==> src/rtl/fir_out_decimator.sv <==
// Output stage of the 4-tap FIR: rounds, shifts and saturates the accumulator, keeps every
// DECIM-th sample, and queues kept samples in a small FIFO behind a valid/ready port.
module fir_out_decimator #(
    parameter int unsigned IN_W  = 32,
    parameter int unsigned OUT_W = 16,
    parameter int unsigned SHIFT = 0,
    parameter int unsigned DECIM = 4,
    parameter int unsigned DEPTH = 8
) (
    input  logic                     clk,
    input  logic                     reset,
    input  logic                     clear,
    input  logic                     in_valid,
    input  logic [IN_W-1:0]          in_data,
    output logic                     out_valid,
    output logic [OUT_W-1:0]         out_data,
    input  logic                     out_ready,
    output logic [$clog2(DEPTH):0]   level,
    output logic                     overflow,
    output logic [7:0]               sat_count
);

    localparam int unsigned PTR_W = $clog2(DEPTH);
    localparam int unsigned LVL_W = PTR_W + 1;
    localparam int unsigned PH_W  = (DECIM > 1) ? $clog2(DECIM) : 1;
    localparam int unsigned SUM_W = IN_W + 1;
    localparam logic [SUM_W-1:0] RND =
        (SHIFT > 0) ? (SUM_W'(1) << ((SHIFT > 0) ? SHIFT - 1 : 0)) : '0;
    localparam logic [SUM_W-1:0] MAX_OUT = SUM_W'({OUT_W{1'b1}});

    logic [PH_W-1:0]  phase;
    logic             stg_valid;
    logic [OUT_W-1:0] stg_data;
    logic [OUT_W-1:0] mem [DEPTH];
    logic [PTR_W-1:0] wr_ptr;
    logic [PTR_W-1:0] rd_ptr;

    logic             keep;
    logic [SUM_W-1:0] sum;
    logic [SUM_W-1:0] rounded;
    logic             sat;
    logic [OUT_W-1:0] result;
    logic             full;
    logic             push;
    logic             pop;
    logic             drop;
    logic [LVL_W-1:0] level_next;
    logic [PTR_W-1:0] rd_next;
    logic [OUT_W-1:0] head_next;

    // Sample selection and scaling; one extra bit keeps the rounding add from wrapping
    always_comb begin
        keep    = in_valid && (phase == '0);
        sum     = {1'b0, in_data} + RND;
        rounded = sum >> SHIFT;
        sat     = rounded > MAX_OUT;
        result  = sat ? {OUT_W{1'b1}} : rounded[OUT_W-1:0];
    end

    // FIFO control; a push into a full FIFO is allowed when the head leaves the same cycle
    always_comb begin
        full       = level == LVL_W'(DEPTH);
        pop        = out_valid && out_ready;
        push       = stg_valid && (!full || pop);
        drop       = stg_valid && full && !pop;
        level_next = level + LVL_W'(push) - LVL_W'(pop);
        rd_next    = rd_ptr + PTR_W'(pop);
        head_next  = (push && (wr_ptr == rd_next)) ? stg_data : mem[rd_next];
    end

    always_ff @(posedge clk or posedge reset) begin
        if (reset) begin
            phase     <= '0;
            stg_valid <= 1'b0;
            stg_data  <= '0;
            sat_count <= '0;
        end else if (clear) begin
            phase     <= '0;
            stg_valid <= 1'b0;
            stg_data  <= '0;
            sat_count <= '0;
        end else begin
            if (in_valid) begin
                phase <= (phase == PH_W'(DECIM - 1)) ? '0 : phase + PH_W'(1);
            end
            stg_valid <= keep;
            if (keep) begin
                stg_data <= result;
            end
            if (keep && sat && (sat_count != 8'hFF)) begin
                sat_count <= sat_count + 8'd1;
            end
        end
    end

    always_ff @(posedge clk) begin
        if (push && !clear) begin
            mem[wr_ptr] <= stg_data;
        end
    end

    // Pointers, occupancy and a registered copy of the head entry
    always_ff @(posedge clk or posedge reset) begin
        if (reset) begin
            wr_ptr    <= '0;
            rd_ptr    <= '0;
            level     <= '0;
            out_valid <= 1'b0;
            out_data  <= '0;
            overflow  <= 1'b0;
        end else if (clear) begin
            wr_ptr    <= '0;
            rd_ptr    <= '0;
            level     <= '0;
            out_valid <= 1'b0;
            out_data  <= '0;
            overflow  <= 1'b0;
        end else begin
            if (push) begin
                wr_ptr <= wr_ptr + PTR_W'(1);
            end
            rd_ptr    <= rd_next;
            level     <= level_next;
            out_valid <= level_next != '0;
            if (level_next != '0) begin
                out_data <= head_next;
            end
            if (drop) begin
                overflow <= 1'b1;
            end
        end
    end

endmodule

==> config.mk <==
export PLATFORM = sky130hd
export DESIGN_NAME = fir_out_decimator
export DESIGN_NICKNAME = d
export VERILOG_FILES = /design/src/rtl/fir_out_decimator.sv
export SDC_FILE = /design/constraint.sdc
export NUM_CORES = 1
export LEC_CHECK = 0
export BUFFER_PORTS_ARGS = -buffer_cell sky130_fd_sc_hd__buf_4
export CORE_ASPECT_RATIO = 0.6
export CORE_MARGIN = 3
export CORE_UTILIZATION = 59
export DETAILED_ROUTE_END_ITERATION = 16
export PLACE_DENSITY_LB_ADDON = 0.2
export SKIP_LAST_GASP = 1
export SYNTH_ARGS = -nofsm -noshare
export SYNTH_HDL_FRONTEND = slang
export SYNTH_SLANG_ARGS = --single-unit
==> constraint.sdc <==
create_clock -name clk -period 3.3 [get_ports clk]
set_input_delay 0.165 -clock clk [delete_from_list [all_inputs] [get_ports clk]]
set_output_delay 0.165 -clock clk [all_outputs]
set_load 0.01 [all_outputs]
### Word level (Yosys, flattened, before mapping)

Memory sizes are Yosys's and may differ from the RTL's.
Cells that the tools add are included.

| word-level totals | value |
|---|---|
| flip-flop bits (word level) | 55 |
| latch bits | 0 |
| RAM bits | 128 |
| ROM bits | 0 |
| input port bits | 37 |
| output and inout bits | 30 |
| logic and storage cells | 64 |
| memories kept | 1 |

| cells by class | value |
|---|---|
| add/subtract/negate cells | 6 |
| multiply operators | 0 |
| divide/modulo/power cells | 0 |
| $lt $le $gt $ge | 1 |
| equality and inequality tests | 4 |
| shifts and indexed selects | 0 |
| muxes and demuxes | 21 |
| bitwise operators | 0 |
| reduce and logical (&&, ||, !) cells | 21 |

Memories:

| name | depth | bits a word | rd ports | clocked after memory_dff | write ports | line | RTL |
|---|---|---|---|---|---|---|---|
| mem | 8 | 16 | 1 | 0 | 1 | 34 | `logic [OUT_W-1:0] mem [DEPTH];` |

Operators with widths:

| operator | count |
|---|---|
| $mux W16 | 6 |
| $gt A32 B16 Y1 const B | 1 |
| $mux W8 | 2 |
| $reduce_bool A2 Y1 | 6 |
| $logic_and A1 B1 Y1 | 9 |
| $mux W3 | 3 |
| $add A8 B1 Y8 const B | 1 |
| $ne A8 B8 Y1 const B | 1 |
| $mux W1 | 6 |
| $mux W2 | 3 |
| $add A4 B1 Y4 | 1 |
| $eq A4 B4 Y1 const B | 1 |
| $mux W4 | 1 |
| $reduce_bool A4 Y1 | 1 |
| $sub A4 B1 Y4 | 1 |
| $add A3 B1 Y3 | 1 |
| $add A3 B1 Y3 const B | 1 |
| $eq A3 B3 Y1 | 1 |
| $logic_not A1 Y1 | 3 |
| $add A2 B1 Y2 const B | 1 |
| $eq A2 B2 Y1 const B | 1 |
| $logic_not A2 Y1 | 1 |
| $logic_or A1 B1 Y1 | 1 |

### Logic depth before layout (Yosys ltp)

| depth | value |
|---|---|
| word-level depth | 9 |
| gate-level depth with buffers | 14 |
| gate-level depth less buffers | 13 |

### Worst setup path after synthesis

OpenSTA, ideal clock, no wires.

| timing | value |
|---|---|
| path type | register -> register |
| from | register level[2] |
| to | memory mem[4][0], enable pin |
| library setup time | 0.430 ns |
| data arrival time | 2.556 ns |
| required time | 2.870 ns |
| path slack | 0.314 ns |
| stages on the path, launching flop included | 7 |
| buffers on the path | 0 |
| period minus slack after synthesis | 2.986 ns |
| cells stage by stage | dfrtp_1 inv_1 ha_1 nand2b_1 nor3_1 nand2b_1 nor4_1 |

| on the way | value |
|---|---|
| longest elaborated chain between the ends | 7 |

Ends and longest elaborated chain:

| element | line | RTL |
|---|---|---|
| from (decl) | 18 | `output logic [$clog2(DEPTH):0] level,` |
| from (signal assigned) | 123 | `level <= level_next;` |
| $eq A4 B4 Y1 | 62 | `full = level == LVL_W'(DEPTH);` |
| $logic_not A1 Y1 | 64 | `push = stg_valid && (!full \|\| pop);` |
| $logic_or A1 B1 Y1 | 64 |  |
| $logic_and A1 B1 Y1 | 64 |  |
| $logic_and A1 B1 Y1 | 97 | `if (push && !clear) begin` |
| $mux W1 | 97 |  |
| $mux W1 (implied by the code) | 98 | `mem[wr_ptr] <= stg_data;` |
| to (decl) | 34 |  |

No other way between the ends.

### Worst setup path after layout

| timing | value |
|---|---|
| from | register level[2] |
| to | register out_data[8] |

| on the way | value |
|---|---|
| longest elaborated chain between the ends | 8 |
| elaborated cells on any way between the ends | 12 |
| those cells by class | add/sub: 2; eq/ne: 1; mux: 3; reduce/logical: 6 |

Ends and longest elaborated chain:

| element | line | RTL |
|---|---|---|
| $eq A4 B4 Y1 | 62 |  |
| $logic_not A1 Y1 | 64 |  |
| $logic_or A1 B1 Y1 | 64 |  |
| $logic_and A1 B1 Y1 | 64 |  |
| $add A4 B1 Y4 / $logic_and A1 B1 Y1 (equally long branches) | 66, 68 |  |
| $sub A4 B1 Y4 / $mux W16 (equally long branches) | 66, 68 |  |
| $reduce_bool A4 Y1 / $mux W16 (equally long branches) | 125 | `if (level_next != '0) begin` |
| $reduce_bool A2 Y1 (no source line) / $mux W16 (equally long branches) | n/a |  |
| to (signal assigned) | 126 | `out_data <= head_next;` |
| to (decl) | 16 | `output logic [OUT_W-1:0] out_data,` |

Several ways; a longest one is shown, not always the timed one. The select of a mux whose other input is x is not followed.
A chain may end at the register's enable or synchronous reset.

==> flow_metrics.tcl <==
set metrics [dict create \
    run_status "completed" \
    static-leakage-power_nw 3.50 \
    postCtsSetupRepairBufs 0 \
    cts_tree "built" \
    multi_input_comb_area_sq_mm 0.00215 \
    worst_clock_skew_ns 0.0123 \
    min_period_ns 3.00 \
    vias_per_cell 5.99 \
    worstMarginPinSlew_ns 0.871 \
    postLayoutSetupSlackWorst_ns 0.298 \
    register_area_sq_mm 0.00522 \
    rr_worst_depth 14 \
    p_sw_share_pct 28.6 \
    final_min_period_over_clock_period_pct 91.0 \
    tritoncts.num_buffers 17 \
    synth-edff-count 128 \
    ctsRootBufferMaster "clkbuf_16" \
    layout.cells.non_filler 749 \
    synth.ff_latch_count 183 \
    drtAntennaViolNets 0 \
    worst_setup_path_start_kind "register" \
    timing.setup.critical_path_class "reg -> reg" \
    count_of_inserted_antenna_diode_cells 0 \
    power_switching_w 0.00187 \
    gp_congestion 0.857 \
    number_of_global_route_vias_before_repair 4502 \
    cts-hold-fix-buffers 9 \
    netlist_area_sq_mm 0.00750 \
    cts-htree-levels 4 \
    dp_hpwl_um 10100 \
    pin_count_of_the_biggest_net_entering_global_routing 39 \
    required_ns 3.63 \
    synth_warnings 0 \
    route.vias.total 4488 \
    grt_remaining_overflow 0 \
    post-place-ws_ns 0.328 \
    cts_resized 0 \
    wl_per_cell_um 22.5 \
    power_per_cell_area_mw_per_mm2 729 \
    hold_viol_final 0 \
    finalNetCount 619 \
    grt_first_pass_wirelength_um 25900 \
    aggregate_global_route_resource_usage_pct 25.5 \
    terminus_of_the_critical_flop_to_flop_path "out_data[8]$_DFFE_PP0P_" \
    register_area_share_after_synthesis_pct 69.6 \
    route.final.wire_length_um 16800 \
    synthFlopType "edfxtp_1" \
    power.share.sequential_pct 42.8 \
    maxSlewViolCount 0 \
    critical_path_arrival_ns 3.33 \
    cts.clk_slew.worst_paths_ns 0.07 \
    drt_iter0_drc 442 \
    crit_path_start "level[2]$_DFF_PP0_" \
    async_flop_share_pct 30.1 \
    min-delay-path-class "in -> reg" \
    insertion_delay_ns 0.42 \
    crit_end_element "register" \
    final_cell_area_sq_mm 0.00895 \
    setup_total_negative_slack_ns 0 \
    setup-violations-final 0 \
    p_int_w 0.00466 \
    pwr-share-comb_pct 24.3 \
    num_rows 31 \
    synth.avg_cell_area_sq_um 15.5 \
    rsz0062_at_grt "false" \
    iteration_count_of_the_initial_detailed_routing_pass 5 \
    placed_cell_area_sq_mm 0.00824 \
    placement.io_buffers 66 \
    synth.lib_cells_used.distinct 40 \
    syn_inst_count 484 \
    cp_max_fo 16 \
    critPathCapture "out_data[8]$_DFFE_PP0P_" \
    pin_count 67 \
    power.ir.vdd_worst_v 0.000428 \
    area_delta_synth_final_pct 19.4 \
    numClockSinks 183 \
    syn-num-nets 532 \
    floorplan.die.width_um 152 \
    detail_route.drc_violations 0 \
    drive_above_1_share_pct 26.5 \
    cts-root-to-sink-buffers 2 \
    max_slew_margin_pct 41.8 \
    placeableCoreArea_sq_mm 0.0122 \
    total_power_w 0.00653 \
    maxcap_viol_count 0 \
    initial_utilization_pct 61.4 \
    clockPowerShare_pct 32.9 \
    num-fill-cells 768 \
    die-area_sq_mm 0.0141 \
    ff2ff_setup_slack_ns 0.30 \
    max_freq_mhz 333 \
    initial_antenna_violation_count 0 \
    die_height_um 93.3 \
    placed_cells_incl_taps 708 \
    timing.rr.start "level[2]$_DFF_PP0_" \
]
## worst max-delay path, stage by stage (launching register included)
cell and delay [ns]:
dfrtp_1 0.38, inv_1 0.08, ha_1 0.15, nand2b_1 0.10, nor3_1 0.21, nand2b_1 0.22
o21ai_0 0.11, ha_1 0.22, fa_1 0.39, xnor2_1 0.30, nand4b_1 0.13, mux2i_1 0.15
buf_4 0.26, nand2_1 0.10, o21ai_1 0.10
## per-stage QoR
step,utilization [%],hold slack (ns)
finish,73.3,0.0108
global route,73.3,0.0123
CTS,73.3,0.000541
detailed placement,67.4,0.398
global placement,67.4,0.386
floorplan,-,0.326
## worst min-delay path by stage
| stage | startpoint | to | slack, ns | cells past startpoint |
|---|---|---|---|---|
| after floorplan | in_valid | phase[0]$_DFFE_PP0P_ | 0.33 | 2 |
| after detailed placement | reset | stg_data[0]$_DFFE_PP0P_ | 0.40 | 2 |
| final | in_data[1] | stg_data[1]$_DFFE_PP0P_ | 0.01 | 3 |
| after global placement | reset | stg_data[0]$_DFFE_PP0P_ | 0.39 | 2 |
| after CTS | in_data[1] | stg_data[1]$_DFFE_PP0P_ | 0.0005 | 3 |
| after global routing | in_data[6] | stg_data[6]$_DFFE_PP0P_ | 0.01 | 3 |
## per-layer routing
metal | track usage [%] | up-vias | part of all wire, %
li1 | - | 1993 | -
met1 | 35.6 | 2280 | 41
met2 | 41.2 | 188 | 50
met3 | 5.76 | 27 | 7.5
met4 | 7.17 | 0 | 1.5
met5 | 0 | - | 0
## synthesized netlist by cell type (2+ instances only)
library cell / instances / area (sq um)
a21oi_1: 37 / 185
and3_1: 2 / 12.5
buf_2: 5 / 25.0
buf_4: 3 / 22.5
clkbuf_1: 15 / 56.3
dfrtp_1: 55 / 1380
edfxtp_1: 128 / 3840
ha_1: 10 / 125
inv_1: 7 / 26.3
mux2i_1: 19 / 190
mux4_2: 32 / 721
nand2_1: 40 / 150
nand2b_1: 5 / 31.3
nand3_1: 8 / 40.0
nand3b_1: 2 / 15.0
nand4_1: 2 / 12.5
nor2_1: 40 / 150
nor2b_1: 4 / 25.0
nor3_1: 3 / 15.0
nor4_1: 5 / 31.3
o21ai_0: 23 / 115
o21ai_1: 10 / 50.1
xnor2_1: 2 / 17.5
xor2_1: 11 / 96.3
## flip-flops by register name, indices dropped and copies added, names as in the netlist
name	flops
rd_ptr	3
phase	2
wr_ptr	3
sat_count	8
stg_data	16
level	4
mem	128
overflow	1
out_valid	1
stg_valid	1
out_data	16
## cells by family (layout without fill, tap and decap cells)
group,after synthesis,in the layout,synth area share (%)
xor+xnor,15,15,2.05
buf+inv,32,132,1.93
compound gates,74,74,5.12
fa+ha+maj,11,11,1.93
simple gates,118,118,7.22
flops,183,183,69.6
mux,51,51,12.1
## area by class of cell
cell class              instances  area share, %
inverters                       7          0.293
well taps                     165           2.31
multi-input cells             269           24.1
clock buffers                  19           4.83
flip-flops and latches        183           58.3
repair buffers                 93           8.05
clock inverters                13           2.17
## power groups by stage
stage	clock (W)	combinational (W)	sequential [W]
2_1_floorplan	0	0.00106	0.00283
3_3_place_gp	0	0.00151	0.00283
3_5_place_dp	0	0.00158	0.00284
4_1_cts	0.00218	0.00160	0.00279
5_1_grt	0.00227	0.00173	0.00281
6_report	0.00215	0.00159	0.00279
## cells in the final DEF, fill, tap and decap left out, types with 11 or more instances in the layout
cell type  synthesis  routed
dfrtp_1           55      55
xor2_1            11      11
edfxtp_1         128     128
mux2i_1           19      19
o21ai_0           23      23
nor2_1            40      40
nand2_1           40      40
clkbuf_16          0      17
mux4_2            32      32
buf_4              3      84
a21oi_1           37      37
Power figures use the tool's default switching activity.
